--- config.mk ---
export PLATFORM = sky130hd
export DESIGN_NAME = dcache_data_ram_ctrl
export DESIGN_NICKNAME = d
export VERILOG_FILES = /design/src/rtl/dcache_data_ram_ctrl.sv
export SDC_FILE = /design/constraint.sdc
export NUM_CORES = 1
export LEC_CHECK = 0
export ABC_AREA = 1
export CAP_MARGIN = 20
export CORE_MARGIN = 5
export CORE_UTILIZATION = 44
export CTS_CLUSTER_DIAMETER = 200
export CTS_CLUSTER_SIZE = 20
export DETAILED_ROUTE_END_ITERATION = 8
export PLACE_DENSITY = 0.78
export SYNTH_ARGS = -nofsm -noshare
export SYNTH_HDL_FRONTEND = slang
export SYNTH_SLANG_ARGS = --single-unit
--- constraint.sdc ---
create_clock -name clk -period 2.53 [get_ports clk]
set_clock_uncertainty 0.1 [all_clocks]
set_input_delay 0.253 -clock clk [delete_from_list [all_inputs] [get_ports clk]]
set_output_delay 0.253 -clock clk [all_outputs]
set_load 0.05 [all_outputs]
--- src/rtl/dcache_data_ram_ctrl.sv ---
// rtl/dcache_data_ram_ctrl.sv - dcache data SRAM initiator: CPU load/store on port 0, line fill on port 1
// Every macro input is registered; load data is caught two cycles after accept into a small response FIFO.
module dcache_data_ram_ctrl #(
   parameter int ADDR_WIDTH = 7,
   parameter int DATA_WIDTH = 32,
   parameter int NUM_WMASKS = 8,
   parameter int LINE_WORDS = 4,
   parameter int RSP_DEPTH  = 2
) (
   input  logic                                     clk,
   input  logic                                     rst_n,
   input  logic                                     req_valid,
   output logic                                     req_ready,
   input  logic                                     req_we,
   input  logic [DATA_WIDTH/8-1:0]                  req_be,
   input  logic [ADDR_WIDTH-1:0]                    req_addr,
   input  logic [DATA_WIDTH-1:0]                    req_wdata,
   output logic                                     rsp_valid,
   input  logic                                     rsp_ready,
   output logic [DATA_WIDTH-1:0]                    rsp_rdata,
   input  logic                                     fill_start,
   input  logic [ADDR_WIDTH-$clog2(LINE_WORDS)-1:0] fill_line,
   input  logic                                     fill_valid,
   output logic                                     fill_ready,
   input  logic [DATA_WIDTH-1:0]                    fill_data,
   output logic                                     fill_busy,
   output logic                                     fill_done,
   output logic                                     csb0,
   output logic                                     web0,
   output logic [NUM_WMASKS-1:0]                    wmask0,
   output logic [ADDR_WIDTH-1:0]                    addr0,
   output logic [DATA_WIDTH-1:0]                    din0,
   input  logic [DATA_WIDTH-1:0]                    dout0,
   output logic                                     csb1,
   output logic                                     web1,
   output logic [NUM_WMASKS-1:0]                    wmask1,
   output logic [ADDR_WIDTH-1:0]                    addr1,
   output logic [DATA_WIDTH-1:0]                    din1
);
   localparam int BE_W        = DATA_WIDTH / 8;
   localparam int MASK_PER_BE = NUM_WMASKS / BE_W;
   localparam int OFF_W       = $clog2(LINE_WORDS);
   localparam int LINE_W      = ADDR_WIDTH - OFF_W;
   localparam int PTR_W       = (RSP_DEPTH > 1) ? $clog2(RSP_DEPTH) : 1;
   localparam int OCC_W       = $clog2(RSP_DEPTH + 3);

   typedef enum logic [1:0] {F_IDLE, F_FILL, F_DONE} fill_state_t;

   fill_state_t             fill_state_q, fill_state_d;
   logic [OFF_W-1:0]        beat_cnt;
   logic [LINE_W-1:0]       fill_line_q;
   logic                    beat_fire, last_beat, fill_go;
   logic                    req_fire, conflict, credit_ok, push, pop;
   logic                    rd_s1, rd_s2;
   logic [NUM_WMASKS-1:0]   be_mask;
   logic [OCC_W-1:0]        count, occupancy;
   logic [PTR_W-1:0]        wr_ptr, rd_ptr;
   logic [DATA_WIDTH-1:0]   fifo_mem [RSP_DEPTH];

   // Loads are charged against FIFO space from accept until pop, so a push can never overflow.
   assign occupancy = count + OCC_W'(rd_s1) + OCC_W'(rd_s2);
   assign credit_ok = occupancy < OCC_W'(RSP_DEPTH);
   assign conflict  = fill_busy && (req_addr[ADDR_WIDTH-1:OFF_W] == fill_line_q);
   assign req_ready = !conflict && (req_we || credit_ok);
   assign req_fire  = req_valid && req_ready;

   always_comb begin
      be_mask = '0;
      for (int i = 0; i < NUM_WMASKS; i++) be_mask[i] = req_be[i / MASK_PER_BE];
   end

   always_ff @(posedge clk or negedge rst_n) begin
      if (!rst_n) begin
         csb0   <= 1'b1;
         web0   <= 1'b1;
         wmask0 <= '0;
         addr0  <= '0;
         din0   <= '0;
         rd_s1  <= 1'b0;
         rd_s2  <= 1'b0;
      end else begin
         rd_s1 <= req_fire && !req_we;
         rd_s2 <= rd_s1;
         csb0  <= !(req_fire && (!req_we || req_be != '0));
         web0  <= !(req_fire && req_we && req_be != '0);
         if (req_fire) begin
            addr0 <= req_addr;
            din0  <= req_wdata;
            if (req_we) wmask0 <= be_mask;
         end
      end
   end

   // dout0 is valid at the second edge after accept: the macro captures on the first and reads on its negedge.
   assign push      = rd_s2;
   assign pop       = rsp_valid && rsp_ready;
   assign rsp_valid = (count != '0);
   assign rsp_rdata = fifo_mem[rd_ptr];

   always_ff @(posedge clk) begin
      if (push) fifo_mem[wr_ptr] <= dout0;
   end

   always_ff @(posedge clk or negedge rst_n) begin
      if (!rst_n) begin
         wr_ptr <= '0;
         rd_ptr <= '0;
         count  <= '0;
      end else begin
         if (push) wr_ptr <= (wr_ptr == PTR_W'(RSP_DEPTH - 1)) ? '0 : wr_ptr + PTR_W'(1);
         if (pop)  rd_ptr <= (rd_ptr == PTR_W'(RSP_DEPTH - 1)) ? '0 : rd_ptr + PTR_W'(1);
         case ({push, pop})
            2'b10:   count <= count + OCC_W'(1);
            2'b01:   count <= count - OCC_W'(1);
            default: count <= count;
         endcase
      end
   end

   assign fill_go   = (fill_state_q == F_IDLE) && fill_start;
   assign beat_fire = fill_valid && fill_ready;
   assign last_beat = (beat_cnt == {OFF_W{1'b1}});

   always_ff @(posedge clk or negedge rst_n) begin
      if (!rst_n) fill_state_q <= F_IDLE;
      else        fill_state_q <= fill_state_d;
   end

   always_comb begin
      fill_state_d = fill_state_q;
      case (fill_state_q)
         F_IDLE:  if (fill_start) fill_state_d = F_FILL;
         F_FILL:  if (beat_fire && last_beat) fill_state_d = F_DONE;
         F_DONE:  fill_state_d = F_IDLE;
         default: fill_state_d = F_IDLE;
      endcase
   end

   always_comb begin
      fill_ready = 1'b0;
      fill_busy  = 1'b0;
      fill_done  = 1'b0;
      case (fill_state_q)
         F_FILL:  begin fill_ready = 1'b1; fill_busy = 1'b1; end
         F_DONE:  begin fill_done  = 1'b1; fill_busy = 1'b1; end
         default: ;
      endcase
   end

   always_ff @(posedge clk or negedge rst_n) begin
      if (!rst_n) begin
         beat_cnt    <= '0;
         fill_line_q <= '0;
         csb1        <= 1'b1;
         web1        <= 1'b1;
         wmask1      <= '0;
         addr1       <= '0;
         din1        <= '0;
      end else begin
         csb1 <= !beat_fire;
         web1 <= !beat_fire;
         if (fill_go) begin
            fill_line_q <= fill_line;
            beat_cnt    <= '0;
         end
         if (beat_fire) begin
            addr1    <= {fill_line_q, beat_cnt};
            din1     <= fill_data;
            wmask1   <= '1;
            beat_cnt <= beat_cnt + OFF_W'(1);
         end
      end
   end
endmodule

---- Word-level counts from Yosys, hierarchy flattened ----
Memories as Yosys holds them, arrays and structs flattened.
Cells that the tools add are included.
Widths: inputs -> output; s select.
word-level totals
  input bits .............................. 119
  bits in latches ......................... 0
  memories ................................ 1
  RAM bits ................................ 64
  memory bits (read-only) ................. 0
  register bits after elaboration ......... 105
operators by class
  div/mod/pow operators ................... 0
  mux-type cells .......................... 13
  multiply operators ...................... 0
  magnitude comparators ................... 1
  shift operators ......................... 0
  eq/ne operators ......................... 8
  bitwise operators ....................... 0
  add/subtract/negate cells ............... 7
  reductions and logical operators ........ 26
memory list
  memory    words  bits a word  rd ports  clocked after Yosys merged registers in  write ports  RTL line  text
  fifo_mem  2      32           1         0                                        1            58        logic [DATA_WIDTH-1:0] fifo_mem [RSP_DEPTH];
operator list
  kind                 number
  $logic_and 1x1->1    11
  $mux 2               4
  $mux 1               7
  $add 3x1->3          2
  $eq 2x2->1 const B   3
  $pmux 3 s2           1
  $eq 5x5->1           1
  $logic_not 1->1      5
  $eq 2x1->1 const B   2
  $ne 2x2->1 const B   2
  $pmux 2 s2           1
  $reduce_and 2->1     2
  $reduce_bool 2->1    2
  $reduce_bool 4->1    1
  $add 3x1->3 const B  1
  $lt 3x2->1 const B   1
  $reduce_bool 3->1    1
  $sub 3x1->3 const B  1
  $add 1x1->1 const B  2
  $add 2x1->2 const B  1
  $logic_not 2->1      1
  $logic_or 1x1->1     2
  $reduce_or 2->1      1

---- Longest topological paths before layout ----
Gate-level depths: netlist (run 1).
  word-level depth ........................ 10
  gate-level depth with buffers ........... 10

---- Worst setup path after synthesis (run 1) ----
No wires, ideal clock.
  path kind ............................... reg-to-reg
  from .................................... register rd_s2 (netlist: push)
  to ...................................... memory fifo_mem[0][0] (enable)
  data required time ...................... 2.009 ns
  setup slack ............................. 0.205 ns
  cell stages (with the launch flop) ...... 3
  arrival ................................. 1.804 ns
  path through ............................ dfrtp_1 > inv_1 > nor2_1
on the way
  word-level cells in the longest chain between the ends .. 2
RTL lines
  what                          RTL line  text
  from (decl)                   54        logic rd_s1, rd_s2;
  from (signal assigned)        83        rd_s2 <= rd_s1;
  $mux 1                        101       if (push) fifo_mem[wr_ptr] <= dout0;
  $mux 1 (implied by the code)  101
  to (decl)                     58
No other way between the ends.

---- Final worst setup path (run 1) ----
  from .................................... register rd_s2 (netlist: push)
  to ...................................... output req_ready
on the way
  word-level cells in the longest chain between the ends .. 4
RTL lines
  what               RTL line  text
  $add 3x1->3        61        assign occupancy = count + OCC_W'(rd_s1) + OCC_W'(rd_s2);
  $lt 3x2->1         62        assign credit_ok = occupancy < OCC_W'(RSP_DEPTH);
  $logic_or 1x1->1   64        assign req_ready = !conflict && (req_we || credit_ok);
  $logic_and 1x1->1  64
  to (decl)          13        output logic req_ready,
No other way between the ends.

==> out/qor.txt, run 1 <==
Status -> finished clean
Hold Slack -> 281 ps
Crit-path cells -> ha_1 > a21o_1 > ha_1 > a21oi_1 > o21ai_1 > nand2_2 > and2_4 > buf_12
Max Buffers Root-to-Sink -> 2
Max-cap violation count -> 0
Synth area leaders -> dfrtp_1 (38%), edfxtp_1 (29%), mux2_2 (11%)
Final min period -> 2440 ps
Worst-Skew Late Latency -> 410 ps
Die width -> 132 um
Clock share of power -> 16.8%
Slew headroom -> 55.9%
Mapped Area -> 6540 um^2
Flip-flop and latch count after synthesis -> 166
CTS Buf Count -> 17
Ratio of cells with drive above 1 in the final layout -> 19.2%
# IOs -> 254
Critical Path RT -> 2180 ps
Worst hold path class -> flip-flop to flip-flop
Setup-failing EPs final -> 0
DIE AREA -> 17400 um^2
Setup TNS Final -> 0 ps
Ant diodes -> 0
CP max-delay cell -> dfrtp_1
GRT busiest layer -> met2
PortBufs -> 253
Chip height -> 132 um
Yosys warns -> 0
Logic gate share of total power -> 53.2%
Post-synthesis sequential area ratio -> 68.5%
First-pass GRT wire length -> 26600 um
DR vias/cell -> 4.82
Top cell by count, worst path -> ha_1
Antenna Nets Post-Route -> 0
Global Route Usage Sum -> 19.3%
Grt met1 use -> 22.1%
1st-pass router iterations -> 4
PwrDens -> 1440 nW/um^2
Total grt overflow -> 0
Per-cell routed wire length -> 17.6 um
Via Count -> 4555
Final wirelength -> 16600 um
Sw frac -> 45.5%
Sw power -> 6340 uW
Total power -> 13900 uW
Initial core utilization -> 45.0%
Initial antenna violation count -> 0
Startpoint Class -> flip-flop
Clock root buffer -> clkbuf_16
Final period utilization -> 96.6%
Vias in the first global route -> 4945
Final core utilization -> 66.6%
Critical Path Max Stage Delay -> 380 ps
Static Leak -> 0.00416 uW
# clock sinks -> 166
Category of the most critical setup path -> flip-flop to primary output
Setup ws final -> 86.1 ps
DP HPWL -> 12300 um
Syn_area_per_cell -> 13.2 um^2
CTS H-tree depth -> 4
Max-slew violation count -> 0
DRC viols -> 0
WHS Path Cells -> 0
CTS tree -> yes
1st-iter DRT viols -> 213
FMAX -> 409 MHz
Gate Count Post-Synth -> 495
Routing usage on met3 -> 11.4%
RSZ-0062 raised after global routing -> false
Syn Nets -> 623
Core footprint -> 14500 um^2
Cells on worst reg2reg path -> 11
Largest net degree at the start of global routing -> 80
Clock-pin slew on the worst setup and hold paths -> 60 ps
Gpl congestion -> 0.783
Setup WS pre-CTS -> 357 ps
Nets -> 876
Area leader, netlist -> dfrtp_1
CP endpoint kind -> primary output
Yosys top cell area share -> 37.9%
Slew @ Worst Pin -> 661 ps
Worst Path Max Fanout -> 3
Fin. Hold Viols -> 0
VDD IR max -> 1020 uV
CP Data Arrival Time -> 2090 ps
# rows -> 44
Synthesis-to-finish area growth -> 48.1%
Met2 usage in global routing -> 30.3%
Yosys cell types -> 30
Reg power frac -> 30.1%
Internal -> 7590 uW
## logic make-up after synthesis
logic type | Yosys count | share of synthesized area, %
buf+inv | 86 | 6.51
simple gates | 103 | 6.55
fa+ha+maj | 9 | 1.84
compound gates | 62 | 4.84
xor+xnor | 4 | 0.536
flops | 166 | 68.5
mux | 65 | 11.2
## state kept, by name, indices dropped and copies added (netlist names), 2 cells and up
name          count
fifo_mem         64
beat_cnt          2
count             3
fill_state_q      2
din1             32
addr1             7
wmask0            4
din0             32
addr0             7
fill_line_q       5
## worst max-delay path, delay by kind of cell, from the launching register on
family,cells,cell delay (ps)
buffers and inverters,1,130
and+or+nand+nor,2,260
adders and majority gates,2,550
DFF,1,380
AOI/OAI and AO/OA,3,350
## per-stage QoR
stage	cell area (um^2)	instances
final	9680	945
after global routing	9680	945
after CTS	9660	943
after detailed placement	9120	909
after global placement	9120	909
after floorplan	6540	495
## what timing repair did
item | CTS | global route
resized for setup | 1 | 1
buffers inserted | 1 | 2
endpoints found under the setup margin | 1 | 2
hold buffers | 1 | 0
endpoints found under the hold margin | 49 | 0
pin swaps | 0 | 1
## cell usage in the layout (no fill, tap or decap), types with 2 or more instances in the layout
cell	count
nand3_1	4
nor2_2	2
clkinv_2	4
dfstp_2	3
edfxtp_1	64
clkinv_1	3
clkbuf_1	4
o21ai_0	9
nand2_1	78
clkdlybuf4s50_1	218
nor2_1	11
buf_4	39
a21oi_1	10
ha_1	8
clkbuf_16	17
inv_1	54
o21ai_1	40
dfrtp_1	99
xor2_1	3
clkinvlp_4	2
mux2_2	65
inv_2	2
nand2_2	2
buf_12	5
## layout make-up
cell class | count | area [um^2]
Sequential cell | 166 | 4480
Clock inverter | 11 | 85.1
Clock buffer | 21 | 440
Tap cell | 184 | 230
Timing Repair Buffer | 264 | 2600
Inverter | 56 | 210
Multi-Input combinational cell | 243 | 1640
Fill cell | 1061 | 4850
## cell usage after synthesis, drive strengths merged
cell	number
a21o	1
a21oi	10
a31oi	1
and2	2
buf	27
clkbuf	3
dfrtp	99
dfstp	3
edfxtp	64
fa	1
ha	8
inv	56
mux2	65
nand2	80
nand3	6
nand4	1
nor2	13
o21ai	49
o21bai	1
or4	1
xnor2	1
xor2	3
## per-layer routing
layer  part of all wire [%]  up-vias  wire (um)
met1                     38     2186       6340
met3                     12       25       2070
met2                     47      196       7900
met5                      0        -          0
met4                    2.0        0        330
li1                       -     2148          -
## power groups by stage
stage	Combinational (uW)	Clock, uW	Sequential [uW]
2_1_floorplan	2630	0	6480
3_3_place_gp	7310	0	4180
3_5_place_dp	7400	0	4230
4_1_cts	7460	2390	4200
5_1_grt	7790	2510	4300
6_report	7400	2330	4190
## final timing paths
kind	start	end	slack, ps
min in group asynchronous	rst_n	din1[29]	310
max in group asynchronous	rst_n	web0	1290
worst min-delay path	rd_s1	push	280
worst max register to register	push	din0[25]	300
worst max-delay path	push	req_ready	90
worst min register to register	rd_s1	push	280
No activity file was read; power rests on OpenSTA's default activity.
==> inputs of run 2 (changes only) <==
Settings changed: CAP_MARGIN 20 to 30, GPL_ROUTABILITY_DRIVEN from default to 0, RECOVER_POWER from default to 100.
==> run 2 against run 1 <==
Effect of this change:
- clock-buffer cell count unchanged
- sequential share of layout area up 0.32 points
- critical path depth unchanged
- cell count unchanged
- sequential power about the same
- register-to-register slack worse by 70 ps
- maximum frequency up 0.30%
- utilization down 0.46 points
- wire length down 0.39%
- die area unchanged
- via count down 0.66%
- global-route usage unchanged
- largest power group unchanged
==> out/qor.txt, run 2 (synthesis results as in run 1) <==
Max Buffers Root-to-Sink -> 2 (unchanged)
Critical Path Max Stage Delay -> 380 ps (about the same)
# clock sinks -> 166 (unchanged)
Final wirelength -> 16600 um (-0.39%)
Ratio of cells with drive above 1 in the final layout -> 17.7% (-1.4 points)
PortBufs -> 253 (unchanged)
Synthesis-to-finish area growth -> 47.1%
CTS Buf Count -> 17 (unchanged)
1st-iter DRT viols -> 214 (+0.47%)
Core footprint -> 14500 um^2 (unchanged)
Static Leak -> 0.00417 uW (+0.26%)
Final period utilization -> 96.3% (-0.29 points)
Setup TNS Final -> 0 ps (unchanged)
Via Count -> 4525 (-0.66%)
CTS tree -> yes
Clock root buffer -> clkbuf_16
CP Data Arrival Time -> 2080 ps (about the same)
Global Route Usage Sum -> 19.3% (unchanged)
Crit-path cells -> ha_1 > a21o_1 > ha_1 > a21oi_1 > o21ai_1 > nand2_2 > and2_4 > buf_12
# IOs -> 254 (unchanged)
DP HPWL -> 12300 um (unchanged)
PwrDens -> 1410 nW/um^2 (-2.3%)
Largest register by flop count -> fifo_mem
Worst Path Max Fanout -> 3 (unchanged)
Clock-pin slew on the worst setup and hold paths -> 60 ps (about the same)
Worst hold path class -> flip-flop to flip-flop
DIE AREA -> 17400 um^2 (unchanged)
Max reg flops -> 64 (unchanged)
Ant diodes -> 0 (unchanged)
Chip height -> 132 um (unchanged)
Crit path max-delay family -> adder cells
Antenna Nets Post-Route -> 0 (unchanged)
Commonest cells after routing, fill and taps aside -> dlygate4sd3_1 (133), dfrtp_1 (99), clkdlybuf4s50_1 (86), nand2_1 (79), edfxtp_1 (64)
Startpoint Class -> flip-flop
Final min period -> 2440 ps (-7.22 ps)
Setup-failing EPs final -> 0 (unchanged)
Register Area -> 4480 um^2 (unchanged)
# rows -> 44 (unchanged)
Dpl cells -> 909 (unchanged)
VDD IR max -> 965 uV (-5.3%)
Biggest regs -> fifo_mem: 64 flops, din0: 32 flops, din1: 32 flops
Total power -> 13500 uW (-3.0%)
Slew headroom -> 14.7% (-41 points)
Non-Filler Instances -> 945 (unchanged)
1st-pass router iterations -> 4 (unchanged)
Count of filler cells inserted in the layout -> 1078 (+1.6%)
Total grt overflow -> 0 (unchanged)
Nets -> 876 (unchanged)
Slew @ Worst Pin -> 1280 ps (+619 ps)
Status -> finished clean
Critical Path RT -> 2180 ps (about the same)
DRC viols -> 0 (unchanged)
Commonest non-fill, non-tap cell in the layout -> dlygate4sd3_1
Worst-Skew Late Latency -> 410 ps (about the same)
Die width -> 132 um (unchanged)
FMAX -> 410 MHz (+0.30%)
CP endpoint kind -> primary output
Worst path bufs/invs -> 1 (unchanged)
Category of the most critical setup path -> flip-flop to primary output
Final Cell Area -> 9610 um^2 (-0.68%)
Area occupied by multi-input gates -> 1620 um^2 (-1.1%)
RSZ-0062 raised after global routing -> false
Largest net degree at the start of global routing -> 80 (unchanged)
DR vias/cell -> 4.79 (-0.66%)
Initial core utilization -> 45.0% (unchanged)
First-pass GRT wire length -> 26600 um (unchanged)
Per-cell routed wire length -> 17.5 um (-0.39%)
Max-slew violation count -> 0 (unchanged)
Top cell by count, worst path -> ha_1
Vias in the first global route -> 4945 (unchanged)
CP max-delay cell -> dfrtp_1
Initial antenna violation count -> 0 (unchanged)
Cell Area, Placed -> 9120 um^2 (unchanged)
Max-cap violation count -> 0 (unchanged)
Fin. Hold Viols -> 0 (unchanged)
CTS H-tree depth -> 4 (unchanged)
## run 2: layout make-up
class / instances / share of cell area (%)
sequential: 166 / 46.6
timing repair buffer: 264 / 26.5
multi-input combinational: 243 / 16.9
clock buffer: 21 / 4.58
tap: 184 / 2.39
inverter: 56 / 2.19
clock inverter: 11 / 0.885
## run 2: timing repair
action | 4_1_cts | 5_1_grt
pin swaps | 0 | 1
setup endpoints to repair | 1 | 2
gates resized for setup | 1 | 1
buffers inserted | 1 | 2
hold buffers | 1 | 0
endpoints found under the hold margin | 49 | 0
## run 2: worst paths after layout
path / from / to / slack, ps / cells after the start
hold / removal: rd_s1 / push / 280 / 0
min in group asynchronous: rst_n / din1[29] / 550 / 2
hold reg to reg: rd_s1 / push / 280 / 0
max in group asynchronous: rst_n / web0 / 860 / 3
setup / recovery: push / req_ready / 90 / 8
setup reg to reg: push / din0[23] / 230 / 11
## run 2: worst reg2reg max path, cell delays in order, from the launching register on
cell and delay (ps):
dfrtp_1 380, ha_1 290, a21o_1 150, ha_1 260
a21oi_1 110, o21ai_1 90, nand2_2 100, clkbuf_1 90
nand3_1 160, buf_12 250, nand2_1 100, o21ai_0 80
## run 2: power breakdown
| group | total, uW | internal [uW] | switching [uW] |
|---|---|---|---|
| Combinational | 7020 | 2180 | 4830 |
| Sequential | 4160 | 3720 | 444 |
| Clock | 2330 | 1340 | 994 |
| Total | 13500 | 7240 | 6270 |
## run 2: routing by layer
layer  routed length, um  GRT usage [%]  vias up
met1                6350           22.1     2170
met5                   0              0        -
met4                 334           6.46        0
met3                2020           11.4       25
li1                    -              -     2141
met2                7870           30.3      189
## run 2: metrics by stage
stage,util (%),hold WS [ps],setup slack (ps)
after detailed placement,62.7,224,357
after global placement,62.7,206,403
after CTS,66.5,265,23.3
final,66.2,279,93.4
after global routing,66.2,292,8.38
after floorplan,-,-143,205
